[src/rtl/down_count_monitor.sv]
// down_count_monitor: checks that a sampled count bus steps down by one per
// enabled cycle (0 wraps to all-ones), acquires/holds lock on the sequence,
// flags terminal-count and wrap events, and keeps a saturating step-error count.
module down_count_monitor #(
  parameter int WIDTH      = 4,
  parameter int ERR_W      = 8,
  parameter int LOCK_CNT   = 3,
  parameter int UNLOCK_ERR = 2
) (
  input  logic             clk,
  input  logic             rst,
  input  logic             en,
  input  logic [WIDTH-1:0] cnt_in,
  input  logic             clr_err,
  output logic             locked,
  output logic [1:0]       state,
  output logic             tc_pulse,
  output logic             wrap_pulse,
  output logic             step_err,
  output logic [ERR_W-1:0] err_count
);

  localparam logic [1:0]       S_IDLE   = 2'b00;
  localparam logic [1:0]       S_ACQ    = 2'b01;
  localparam logic [1:0]       S_LOCKED = 2'b10;
  localparam logic [WIDTH-1:0] ALL_ONES = '1;
  localparam logic [ERR_W-1:0] ERR_MAX  = '1;

  logic [1:0]       state_q, state_d;
  logic [WIDTH-1:0] prev_q, prev_d;
  logic [2:0]       good_q, good_d;
  logic [2:0]       bad_q, bad_d;
  logic [ERR_W-1:0] err_q, err_d;
  logic             tc_q, tc_d;
  logic             wrap_q, wrap_d;
  logic             serr_q, serr_d;
  logic             locked_q, locked_d;

  logic [WIDTH-1:0] expected;
  logic             match;
  logic [3:0]       good_inc, bad_inc;
  logic             lock_hit, unlock_hit;
  logic             samp_locked;

  // Next expected sample and run-length increments
  assign expected   = prev_q - WIDTH'(1);
  assign match      = (cnt_in == expected);
  assign good_inc   = {1'b0, good_q} + 4'd1;
  assign bad_inc    = {1'b0, bad_q} + 4'd1;
  assign lock_hit   = (good_inc == 4'(LOCK_CNT));
  assign unlock_hit = (bad_inc == 4'(UNLOCK_ERR));

  // State register plus sequence bookkeeping; asynchronous clear of everything
  always_ff @(posedge clk or negedge rst) begin
    if (!rst) begin
      state_q  <= S_IDLE;
      prev_q   <= '0;
      good_q   <= '0;
      bad_q    <= '0;
      err_q    <= '0;
      tc_q     <= 1'b0;
      wrap_q   <= 1'b0;
      serr_q   <= 1'b0;
      locked_q <= 1'b0;
    end else begin
      state_q  <= state_d;
      prev_q   <= prev_d;
      good_q   <= good_d;
      bad_q    <= bad_d;
      err_q    <= err_d;
      tc_q     <= tc_d;
      wrap_q   <= wrap_d;
      serr_q   <= serr_d;
      locked_q <= locked_d;
    end
  end

  // Next-state logic: acquisition / lock / unlock and the good/bad run counters
  always_comb begin
    state_d = state_q;
    good_d  = good_q;
    bad_d   = bad_q;
    prev_d  = en ? cnt_in : prev_q;
    case (state_q)
      S_IDLE: begin
        if (en) begin
          state_d = S_ACQ;
          good_d  = '0;
        end
      end
      S_ACQ: begin
        if (en) begin
          if (match) begin
            if (lock_hit) begin
              state_d = S_LOCKED;
              good_d  = '0;
              bad_d   = '0;
            end else begin
              good_d = good_inc[2:0];
            end
          end else begin
            good_d = '0;
          end
        end
      end
      S_LOCKED: begin
        if (en) begin
          if (match) begin
            bad_d = '0;
          end else if (unlock_hit) begin
            state_d = S_ACQ;
            good_d  = '0;
            bad_d   = '0;
          end else begin
            bad_d = bad_inc[2:0];
          end
        end
      end
      default: begin
        // Unused encoding recovers to IDLE
        state_d = S_IDLE;
        good_d  = '0;
        bad_d   = '0;
      end
    endcase
  end

  // Output logic: pulses qualified by the pre-sample state, saturating error count
  always_comb begin
    samp_locked = en && (state_q == S_LOCKED);
    tc_d        = samp_locked && match && (cnt_in == '0);
    wrap_d      = samp_locked && match && (cnt_in == ALL_ONES);
    serr_d      = samp_locked && !match;
    locked_d    = (state_d == S_LOCKED);
    err_d       = err_q;
    if (clr_err) begin
      err_d = '0;
    end else if (serr_d && (err_q != ERR_MAX)) begin
      err_d = err_q + ERR_W'(1);
    end
  end

  assign state      = state_q;
  assign locked     = locked_q;
  assign tc_pulse   = tc_q;
  assign wrap_pulse = wrap_q;
  assign step_err   = serr_q;
  assign err_count  = err_q;

endmodule
[config.mk]
export PLATFORM = sky130hd
export DESIGN_NAME = down_count_monitor
export DESIGN_NICKNAME = d
export VERILOG_FILES = /design/src/rtl/down_count_monitor.sv
export SDC_FILE = /design/constraint.sdc
export NUM_CORES = 1
export LEC_CHECK = 0
export ABC_AREA = 1
export CORE_MARGIN = 2
export CORE_UTILIZATION = 25
export DETAILED_ROUTE_END_ITERATION = 16
export GPL_TIMING_DRIVEN = 0
export PLACE_DENSITY = 0.56
export SYNTH_ARGS = -nofsm -noshare
export SYNTH_HDL_FRONTEND = slang
export SYNTH_SLANG_ARGS = --single-unit
[constraint.sdc]
create_clock -name clk -period 1.5 [get_ports clk]
set_input_delay 0.225 -clock clk [delete_from_list [all_inputs] [get_ports clk]]
set_output_delay 0.225 -clock clk [all_outputs]
set_load 0.02 [all_outputs]
==> flow_metrics.env, run 1 <==
export IMPL_arrival_ns=1.87
export IMPL_switchingPower_mw=0.4172
export IMPL_max_freq_ghz=0.6026
export IMPL_first_iter_violations=43
export IMPL_cp_common_cell="nand2_1"
export IMPL_dieArea_um2=6652
export IMPL_first_pass_iters=4
export IMPL_nets=258
export IMPL_route_detailed_drc=0
export IMPL_track_usage=0.1119
export IMPL_timing_rr_start="prev_q[0]$_DFFE_PN0P_"
export IMPL_h_tree_depth=1
export IMPL_rr_worst_depth=11
export IMPL_tightestPinTransition_ns=1.086
export IMPL_swShare=0.2910
export IMPL_pwr_share_seq=0.486
export IMPL_cts_tree="yes"
export IMPL_crit_path_top_delay_cell="dfrtp_1"
export IMPL_violations="setup timing"
export IMPL_io_buffers=21
export IMPL_route_met3_wl_um=134
export IMPL_dpl_cell_area_um2=1833
export IMPL_die_h_um=81.56
export IMPL_fin_worst_skew_ns=0.01023
export IMPL_vdd_drop_max_mv=0.3706
export IMPL_period_needed_ns=1.659
export IMPL_setup_slack_ns=-0.1594
export IMPL_dr_wl_met2_um=1617
export IMPL_setup_viol=19
export IMPL_cp_end_kind="flip-flop"
export IMPL_num_rows=28
export IMPL_finalHoldViolCount=0
export IMPL_p_int_mw=1.016
export IMPL_finish_instance_area_um2=2041
export IMPL_diodes=0
export IMPL_status="finished, violations left"
export IMPL_fin_crit_sh=1.106
export IMPL_io_pins=22
export IMPL_rrSetupSlack_ns=-0.16
export IMPL_crit_family="simple AND/OR/NAND/NOR gates"
export IMPL_start_kind="flip-flop"
export IMPL_path_cells="inv_2 -> ha_4 -> or2_1 -> nand3_2 -> nor2_4 -> buf_4 -> nand3_4 -> nand3_1 -> nor2_2 -> nand2_1 -> nand2_1"
export IMPL_nFillCells=629
export IMPL_cts_root_buf="clkbuf_8"
export IMPL_crit_type="reg -> reg"
export IMPL_numCtsBuffers=3
export IMPL_core_um2=5851
export IMPL_wl_met1_um=1630
export IMPL_clkTransAtPathRegs_ns=0.09
export IMPL_power_total_mw=1.434
export IMPL_wl_um=3431
export IMPL_antenna_found_initial=0
export IMPL_holdWs_ns=0.1400
export IMPL_grt_max_degree=25
export IMPL_clkPwrFrac=0.316
export IMPL_synth_seq_cells=24
export IMPL_dp_cells=300
export IMPL_power_frac_comb=0.197
export IMPL_top_layer_used="met4"
export IMPL_path_buf_inv=2
export IMPL_dp_hpwl_um=2241
export IMPL_clockBufferDepth=2
export IMPL_power_density_nw_per_um2=702.5
export IMPL_yosys_warnings=0
export IMPL_grt_pass1_vias=1263
export IMPL_avgSynthCellArea_um2=7.372
export IMPL_syn2layout_area_growth_pct=35.69
export IMPL_ys_types=27
export IMPL_cp_required_ns=1.71
export IMPL_hp_class="in -> async"
export IMPL_r2r_end="good_q[2]$_DFFE_PN0P_"
export IMPL_wire_per_inst_um=10.79
export IMPL_relSlewSlack=0.2745
export IMPL_slew_viol_final=0
export IMPL_slowest_delay_ns=0.40
export IMPL_layout_common_cells="nand2_1 (68), inv_1 (22), nand3_1 (22), dfrtp_1 (22), buf_4 (12)"
export IMPL_gr_total_overflow=0
export IMPL_die_w_um=81.56
export IMPL_ant_nets=0
export IMPL_critPathMaxFanout=4
export IMPL_synthesis_area_um2=1504
export IMPL_drive_gt1_frac=0.1975
export IMPL_gp_congestion=0.8137
export IMPL_grt_pass1_wl_um=5713
export IMPL_initial_core_util=0.2571
export IMPL_vias=1399
export IMPL_clkLatencyLatePin_ns=0.27
export IMPL_vias_per_cell=4.399
export IMPL_rsz0062_at_grt="true"
export IMPL_yosysSeqAreaShare=0.3993
export IMPL_drv_cap=0
export IMPL_clock_sinks=24
export IMPL_final_cells=318
export IMPL_syn_num_nets=218
export IMPL_mostFrequentLayoutCell="nand2_1"
export IMPL_p_leak_nw=1.067
export IMPL_synth_cells=204
## power by group through the flow
stage | Combinational, mW | Clock, mW | Sequential (mW)
finish | 0.283 | 0.453 | 0.697
global route | 0.318 | 0.496 | 0.701
detailed placement | 0.251 | 0 | 0.712
global placement | 0.250 | 0 | 0.711
floorplan | 0.145 | 0 | 0.721
CTS | 0.274 | 0.470 | 0.698
## worst register-to-register path, stage by stage, from the launching register on
cell and delay [ns]:
dfrtp_1 0.40, inv_2 0.08, ha_4 0.20, or2_1 0.21
nand3_2 0.09, nor2_4 0.06, buf_4 0.14, nand3_4 0.06
nand3_1 0.08, nor2_2 0.14, nand2_1 0.08, nand2_1 0.06
## flip-flops by register name, indices dropped and copies added, names as in the netlist
signal      cells
wrap_pulse      1
step_err        1
bad_q           3
good_q          3
state           2
prev_q          4
err_count       8
locked          1
tc_pulse        1
## kinds of logic (layout without fill, tap and decap cells)
kind of cell,count (synthesis),in the layout,synth area share
and+or+nand+nor,131,133,0.4110
buffers and inverters,29,66,0.07487
DFF,24,24,0.3993
AOI/OAI and AO/OA,8,8,0.02994
adders and majority gates,6,6,0.04992
xor gates and xnor gates,6,6,0.03494
## metrics by stage
step / util / TNS [ns] / worst slack, ns
6_report: 0.3488 / -2.240 / -0.1594
5_1_grt: 0.3488 / -4.240 / -0.2552
4_1_cts: 0.3407 / -2.158 / -0.1492
3_5_place_dp: 0.3133 / -8.579 / -0.3325
3_3_place_gp: 0.3133 / -8.607 / -0.3122
2_1_floorplan: - / -0.09382 / -0.01963
## final cells by class
class,instances,area (um^2),share of cell area
multi-input cells,153,882.1,0.4322
plain buffers,2,11.26,0.005518
repair buffers,33,294.0,0.1441
well taps,75,93.84,0.04598
flip-flops and latches,24,603.1,0.2955
inverters,27,101.3,0.04966
clock buffers,4,55.05,0.02698
## metal layers
layer | GRT usage | up-vias
li1 | - | 729
met5 | 0 | -
met2 | 0.1836 | 21
met4 | 0.04068 | 0
met3 | 0.02308 | 4
met1 | 0.1449 | 645
## synthesized netlist by cell type (all sizes together)
| library cell | instances | area, um^2 |
|---|---|---|
| inv | 27 | 101.3 |
| xnor2 | 2 | 17.52 |
| o21ai | 5 | 25.02 |
| nand2 | 73 | 294.0 |
| a21oi | 1 | 5.000 |
| clkbuf | 1 | 3.750 |
| nand4 | 3 | 25.02 |
| buf | 1 | 7.510 |
| nor3b | 2 | 15.01 |
| o211ai | 2 | 15.01 |
| xor2 | 4 | 35.03 |
| nor3 | 6 | 30.03 |
| ha | 6 | 75.07 |
| dfrtp | 24 | 600.6 |
| or2 | 2 | 12.52 |
| nand3 | 29 | 162.7 |
| nor2 | 15 | 66.32 |
| nor4 | 1 | 12.51 |
## worst max-delay path by stage
stage | start | to | slack [ns] | cells past startpoint
2_1_floorplan | prev_q[0]$_DFFE_PN0P_ | err_count[1]$_DFFE_PN0P_ | -0.02 | 10
3_3_place_gp | cnt_in[0] | err_count[7]$_DFFE_PN0P_ | -0.31 | 10
3_5_place_dp | cnt_in[0] | err_count[2]$_DFFE_PN0P_ | -0.33 | 10
4_1_cts | prev_q[0]$_DFFE_PN0P_ | good_q[1]$_DFFE_PN0P_ | -0.15 | 10
5_1_grt | prev_q[0]$_DFFE_PN0P_ | err_count[4]$_DFFE_PN0P_ | -0.26 | 10
6_report | prev_q[0]$_DFFE_PN0P_ | good_q[2]$_DFFE_PN0P_ | -0.16 | 11
## repair_timing
item,4_1_cts,5_1_grt
setup buffers,8,4
endpoints found under the setup margin,29,22
resized for setup,20,4
gates cloned,2,0
pin swaps,9,2
hold buffers,0,0
Power figures use the tool's default switching activity.
==> run 2, diff against run 1 <==
--- a/config.mk
+++ b/config.mk
@@ -8,9 +8,10 @@
 export ABC_AREA = 1
 export CORE_MARGIN = 2
 export CORE_UTILIZATION = 25
+export CTS_CLUSTER_SIZE = 24
 export DETAILED_ROUTE_END_ITERATION = 16
 export GPL_TIMING_DRIVEN = 0
-export PLACE_DENSITY = 0.56
+export PLACE_DENSITY_LB_ADDON = 0.25
 export SYNTH_ARGS = -nofsm -noshare
 export SYNTH_HDL_FRONTEND = slang
 export SYNTH_SLANG_ARGS = --single-unit
==> run 2 against run 1 <==
Compared with the run above: the run still ends with setup timing left; design area rose by 5.6%; via count grew 1.7%; first-iteration DRC count increased by 37%; critical endpoint is now err_count[7]$_DFFE_PN0P_.
==> flow_metrics.env, run 2 (synthesis results as in run 1) <==
export IMPL_drv_cap=0
export IMPL_first_iter_violations=59
export IMPL_dp_hpwl_um=2386
export IMPL_fin_crit_sh=1.108
export IMPL_cts_root_buf="clkbuf_8"
export IMPL_numCtsBuffers=3
export IMPL_num_rows=28
export IMPL_timing_rr_start="prev_q[0]$_DFFE_PN0P_"
export IMPL_relSlewSlack=0.2393
export IMPL_cp_end_kind="flip-flop"
export IMPL_status="finished, violations left"
export IMPL_grt_max_degree=25
export IMPL_finalHoldViolCount=0
export IMPL_rsz0062_at_grt="true"
export IMPL_dieArea_um2=6652
export IMPL_crit_type="reg -> reg"
export IMPL_slew_viol_final=0
export IMPL_setup_slack_ns=-0.1619
export IMPL_start_kind="flip-flop"
export IMPL_vdd_drop_max_mv=0.3713
export IMPL_clock_sinks=24
export IMPL_critPathMaxFanout=5
export IMPL_setup_worst_path_start="prev_q[0]$_DFFE_PN0P_"
export IMPL_fin_worst_skew_ns=0.01259
export IMPL_diodes=0
export IMPL_violations="setup timing"
export IMPL_hp_class="in -> async"
export IMPL_vias=1423
export IMPL_max_freq_ghz=0.6017
export IMPL_largest_reg_flops=8
export IMPL_ctsHoldBuffers=0
export IMPL_clkLatencyLatePin_ns=0.28
export IMPL_die_w_um=81.56
export IMPL_vias_per_cell=4.532
export IMPL_clockBufferDepth=2
export IMPL_rrSetupSlack_ns=-0.16
export IMPL_power_density_nw_per_um2=737.1
export IMPL_syn2layout_area_growth_pct=43.34
export IMPL_first_pass_iters=4
export IMPL_grt_pass1_vias=1380
export IMPL_route_detailed_drc=0
export IMPL_grt_pass1_wl_um=6354
export IMPL_die_h_um=81.56
export IMPL_clkTransAtPathRegs_ns=0.10
export IMPL_h_tree_depth=1
export IMPL_r2r_end="err_count[7]$_DFFE_PN0P_"
export IMPL_slowest_delay_ns=0.40
export IMPL_wl_um=3614
export IMPL_mostFrequentLayoutCell="nand2_1"
export IMPL_final_cells=314
export IMPL_crit_end="err_count[7]$_DFFE_PN0P_"
export IMPL_cts_tree="yes"
export IMPL_nets=254
export IMPL_antenna_found_initial=0
export IMPL_path_cells="inv_2 -> ha_4 -> or2_1 -> nand3_2 -> nor2_4 -> nand2_4 -> nand3_4 -> buf_12 -> nand3_1 -> nand2_1"
export IMPL_period_needed_ns=1.662
export IMPL_layout_common_cells="nand2_1 (58), dfrtp_1 (22), inv_1 (21), nand3_1 (21), nor2_1 (11)"
export IMPL_track_usage=0.1244
export IMPL_io_pins=22
export IMPL_core_um2=5851
export IMPL_dp_cells=300
export IMPL_p_leak_nw=1.103
export IMPL_setup_tns_ns=-2.293
export IMPL_crit_path_top_delay_cell="dfrtp_1"
export IMPL_setup_viol=19
export IMPL_rr_worst_depth=10
export IMPL_ant_nets=0
export IMPL_wire_per_inst_um=11.51
export IMPL_arrival_ns=1.83
export IMPL_gp_congestion=0.7610
export IMPL_drive_gt1_frac=0.2469
export IMPL_io_buffers=21
export IMPL_cp_required_ns=1.66
export IMPL_initial_core_util=0.2571
export IMPL_tightestPinTransition_ns=1.139
export IMPL_post_place_ws_ns=-0.3393
export IMPL_gr_total_overflow=0
## run 2: cell types whose count changed in the layout (fill, tap and decap cells not counted), sizes merged
cell / change
clkbuf: -1
buf: -4
bufinv: +1
## run 2: where the power goes
part | internal [mW] | switching, mW
logic | 0.115 | 0.187
clock network | 0.357 | 0.230
registers | 0.672 | 0.0272
## run 2: worst min path at each step
| stage | startpoint | to | slack (ns) |
|---|---|---|---|
| floorplan | rst | bad_q[0]$_DFFE_PN0P_ | -0.07 |
| CTS | bad_q[2]$_DFFE_PN0P_ | bad_q[2]$_DFFE_PN0P_ | 0.53 |
| detailed placement | bad_q[2]$_DFFE_PN0P_ | bad_q[2]$_DFFE_PN0P_ | 0.51 |
| finish | rst | good_q[1]$_DFFE_PN0P_ | 0.16 |
| global placement | bad_q[1]$_DFFE_PN0P_ | bad_q[1]$_DFFE_PN0P_ | 0.51 |
| global route | rst | state[0]$_DFF_PN0_ | 0.27 |
## run 2: what timing repair did
action | CTS | global route
gates cloned | 2 | 0
pin swaps | 11 | 9
endpoints found under the hold margin | 0 | 0
buffers inserted | 8 | 0
gates resized for setup | 28 | 21
endpoints found under the setup margin | 30 | 25
## run 2: worst max-delay path: cells and delay by family, from the launching register on
family | cells | cell delay (ns)
and+or+nand+nor | 7 | 0.70
DFF | 1 | 0.40
buffers and inverters | 2 | 0.26
adders and majority gates | 1 | 0.20
## run 2: cell type report
type | count | area [um^2]
Fill cell | 606 | 3695
Multi-Input combinational cell | 153 | 982.2
Sequential cell | 24 | 603.1
Timing Repair Buffer | 29 | 292.8
Inverter | 27 | 101.3
Tap cell | 75 | 93.84
Clock buffer | 3 | 41.29
Clock inverter | 1 | 30.03
Buffer | 2 | 11.26
## run 2: metrics by stage
stage / total power [mW] / util / hold slack (ns) / instance area (um^2)
floorplan: 0.8667 / - / -0.07059 / 1529
global placement: 0.9615 / 0.3133 / 0.5124 / 1833
finish: 1.589 / 0.3685 / 0.1622 / 2156
global route: 1.680 / 0.3685 / 0.2695 / 2156
detailed placement: 0.9667 / 0.3133 / 0.5092 / 1833
CTS: 1.605 / 0.3531 / 0.5296 / 2066
## run 2: routing by layer
metal / wire, um / vias to the layer above / share of wire / track usage
met5: 0 / - / 0 / 0
met4: 44 / 0 / 0.012 / 0.03051
met3: 120 / 4 / 0.033 / 0.02637
met2: 1801 / 25 / 0.50 / 0.2123
met1: 1648 / 670 / 0.46 / 0.1597
li1: - / 724 / - / -
==> run 3, diff against run 2 <==
--- a/config.mk
+++ b/config.mk
@@ -6,12 +6,15 @@
 export NUM_CORES = 1
 export LEC_CHECK = 0
 export ABC_AREA = 1
+export CELL_PAD_IN_SITES_DETAIL_PLACEMENT = 1
+export CELL_PAD_IN_SITES_GLOBAL_PLACEMENT = 1
 export CORE_MARGIN = 2
 export CORE_UTILIZATION = 25
 export CTS_CLUSTER_SIZE = 24
 export DETAILED_ROUTE_END_ITERATION = 16
 export GPL_TIMING_DRIVEN = 0
 export PLACE_DENSITY_LB_ADDON = 0.25
+export SLEW_MARGIN = 20
 export SYNTH_ARGS = -nofsm -noshare
 export SYNTH_HDL_FRONTEND = slang
 export SYNTH_SLANG_ARGS = --single-unit
==> run 3 against run 2 <==
Compared with the run above: the run still ends with setup timing left; setup slack got worse by 0.0036 ns; via count increased by 0.63%; critical path type unchanged; sequential power about the same; cell count increased by 0.32%; largest cell class unchanged; flip-flop and latch count unchanged; maximum frequency decreased by 0.21%; die area unchanged; largest power group unchanged; count of clock-buffer cells in the layout unchanged; wire length increased by 11%; clock skew decreased by 0.0015 ns; non-clock buffer count increased by 1.
==> flow_metrics.env, run 3 (synthesis results as in run 1) <==
export IMPL_fin_worst_skew_ns=0.01104
export IMPL_die_w_um=81.56
export IMPL_vdd_drop_max_mv=0.3580
export IMPL_dieArea_um2=6652
export IMPL_track_usage=0.1329
export IMPL_num_rows=28
export IMPL_vias_per_cell=4.546
export IMPL_rr_worst_depth=13
export IMPL_cts_root_buf="clkbuf_8"
export IMPL_wl_um=4025
export IMPL_r2r_end="err_count[1]$_DFFE_PN0P_"
export IMPL_syn2layout_area_growth_pct=39.68
export IMPL_rsz0062_at_grt="true"
export IMPL_cp_end_kind="flip-flop"
export IMPL_first_iter_violations=32
export IMPL_setup_slack_ns=-0.1655
export IMPL_rrSetupSlack_ns=-0.17
export IMPL_critPathMaxFanout=8
export IMPL_p_leak_nw=1.065
export IMPL_finish_instance_area_um2=2101
export IMPL_gr_total_overflow=0
export IMPL_drv_cap=0
export IMPL_h_tree_depth=1
export IMPL_mostFrequentLayoutCell="nand2_1"
export IMPL_grt_pass1_vias=1451
export IMPL_grt_max_degree=25
export IMPL_route_detailed_drc=0
export IMPL_clock_sinks=24
export IMPL_largest_reg_flops=8
export IMPL_clockBufferDepth=2
export IMPL_fin_crit_sh=1.110
export IMPL_clkTransAtPathRegs_ns=0.10
export IMPL_nFillCells=703
export IMPL_io_buffers=21
export IMPL_layout_common_cells="nand2_1 (56), nand3_1 (22), dfrtp_1 (21)"
export IMPL_start_kind="flip-flop"
export IMPL_vias=1432
export IMPL_cts_tree="yes"
export IMPL_tightestPinTransition_ns=0.5802
export IMPL_dpl_cell_area_um2=1828
export IMPL_period_needed_ns=1.666
export IMPL_finalHoldViolCount=0
export IMPL_wire_per_inst_um=12.78
export IMPL_status="finished, violations left"
export IMPL_power_total_mw=1.603
export IMPL_power_density_nw_per_um2=763.2
export IMPL_first_pass_iters=4
export IMPL_hp_class="in -> async"
export IMPL_setup_viol=19
export IMPL_core_um2=5851
export IMPL_ant_nets=0
export IMPL_timing_rr_start="prev_q[0]$_DFFE_PN0P_"
export IMPL_antenna_found_initial=0
export IMPL_arrival_ns=1.84
export IMPL_dp_hpwl_um=2667
export IMPL_gp_congestion=0.7421
export IMPL_grt_pass1_wl_um=6755
export IMPL_nets=255
export IMPL_initial_core_util=0.2571
export IMPL_clkLatencyLatePin_ns=0.28
export IMPL_violations="setup timing"
export IMPL_relSlewSlack=0.6132
export IMPL_drive_gt1_frac=0.2542
export IMPL_cp_required_ns=1.67
export IMPL_diodes=0
export IMPL_max_freq_ghz=0.6004
export IMPL_numCtsBuffers=3
export IMPL_slew_viol_final=0
export IMPL_io_pins=22
export IMPL_crit_type="reg -> reg"
export IMPL_post_route_util=0.3591
export IMPL_die_h_um=81.56
[run 3: worst max-delay path, cell delays in order (launching register included)]
cell and delay (ns):
dfrtp_1 0.40, inv_2 0.08, ha_4 0.13, inv_2 0.03, nand2_2 0.05, nand2_1 0.04, nand2_1 0.06, nand2_2 0.06
nor2_4 0.20, nand2_4 0.12, nand3_4 0.17, nand2_8 0.10, nand3_2 0.07, nand2_1 0.04
[run 3: per-stage QoR]
stage / cells / hold slack, ns / setup TNS [ns] / worst slack (ns)
floorplan: 204 / -0.07059 / -0.09382 / -0.01963
global placement: 300 / 0.5158 / -10.27 / -0.3312
detailed placement: 300 / 0.2680 / -5.395 / -0.3398
CTS: 311 / 0.4910 / -2.237 / -0.1470
global route: 315 / 0.5381 / -4.836 / -0.2976
finish: 315 / 0.4639 / -2.293 / -0.1655
[run 3: area by class of cell]
class	count	area, um^2	area share
multi-input combinational	153	952.2	0.4532
sequential	24	604.3	0.2877
timing repair buffer	30	266.5	0.1269
inverter	27	101.3	0.04824
tap	75	93.84	0.04467
clock buffer	3	41.29	0.01965
clock inverter	1	30.03	0.01429
buffer	2	11.26	0.005360
[run 3: what timing repair did]
action                     CTS  global route
resized for setup           16            27
pin swaps                    6             9
setup endpoints to repair   29            20
setup buffers                4             4
hold endpoints to repair    24             0
cloned                       2             0
hold buffers                 1             0
[run 3: metal layers]
| layer | global-route usage | share of wire |
|---|---|---|
| met2 | 0.2320 | 0.50 |
| met5 | 0 | 0 |
| met1 | 0.1642 | 0.46 |
| met4 | 0.03559 | 0.0099 |
| met3 | 0.02967 | 0.026 |
[run 3: worst max-delay path by stage]
stage                                      from  slack [ns]                       end  cells past startpoint
after global routing      prev_q[0]$_DFFE_PN0P_       -0.30      bad_q[2]$_DFFE_PN0P_                     14
after floorplan           prev_q[0]$_DFFE_PN0P_       -0.02  err_count[1]$_DFFE_PN0P_                     10
after global placement                cnt_in[0]       -0.33  err_count[7]$_DFFE_PN0P_                     10
final                     prev_q[0]$_DFFE_PN0P_       -0.17  err_count[1]$_DFFE_PN0P_                     13
after CTS                 prev_q[0]$_DFFE_PN0P_       -0.15  err_count[0]$_DFFE_PN0P_                     10
after detailed placement              cnt_in[0]       -0.34  err_count[4]$_DFFE_PN0P_                     10
[run 3: power by group]
group | switching, mW | internal (mW) | total [mW]
logic | 0.188 | 0.116 | 0.304
clock network | 0.241 | 0.358 | 0.599
registers | 0.0279 | 0.672 | 0.700
total | 0.457 | 1.15 | 1.60
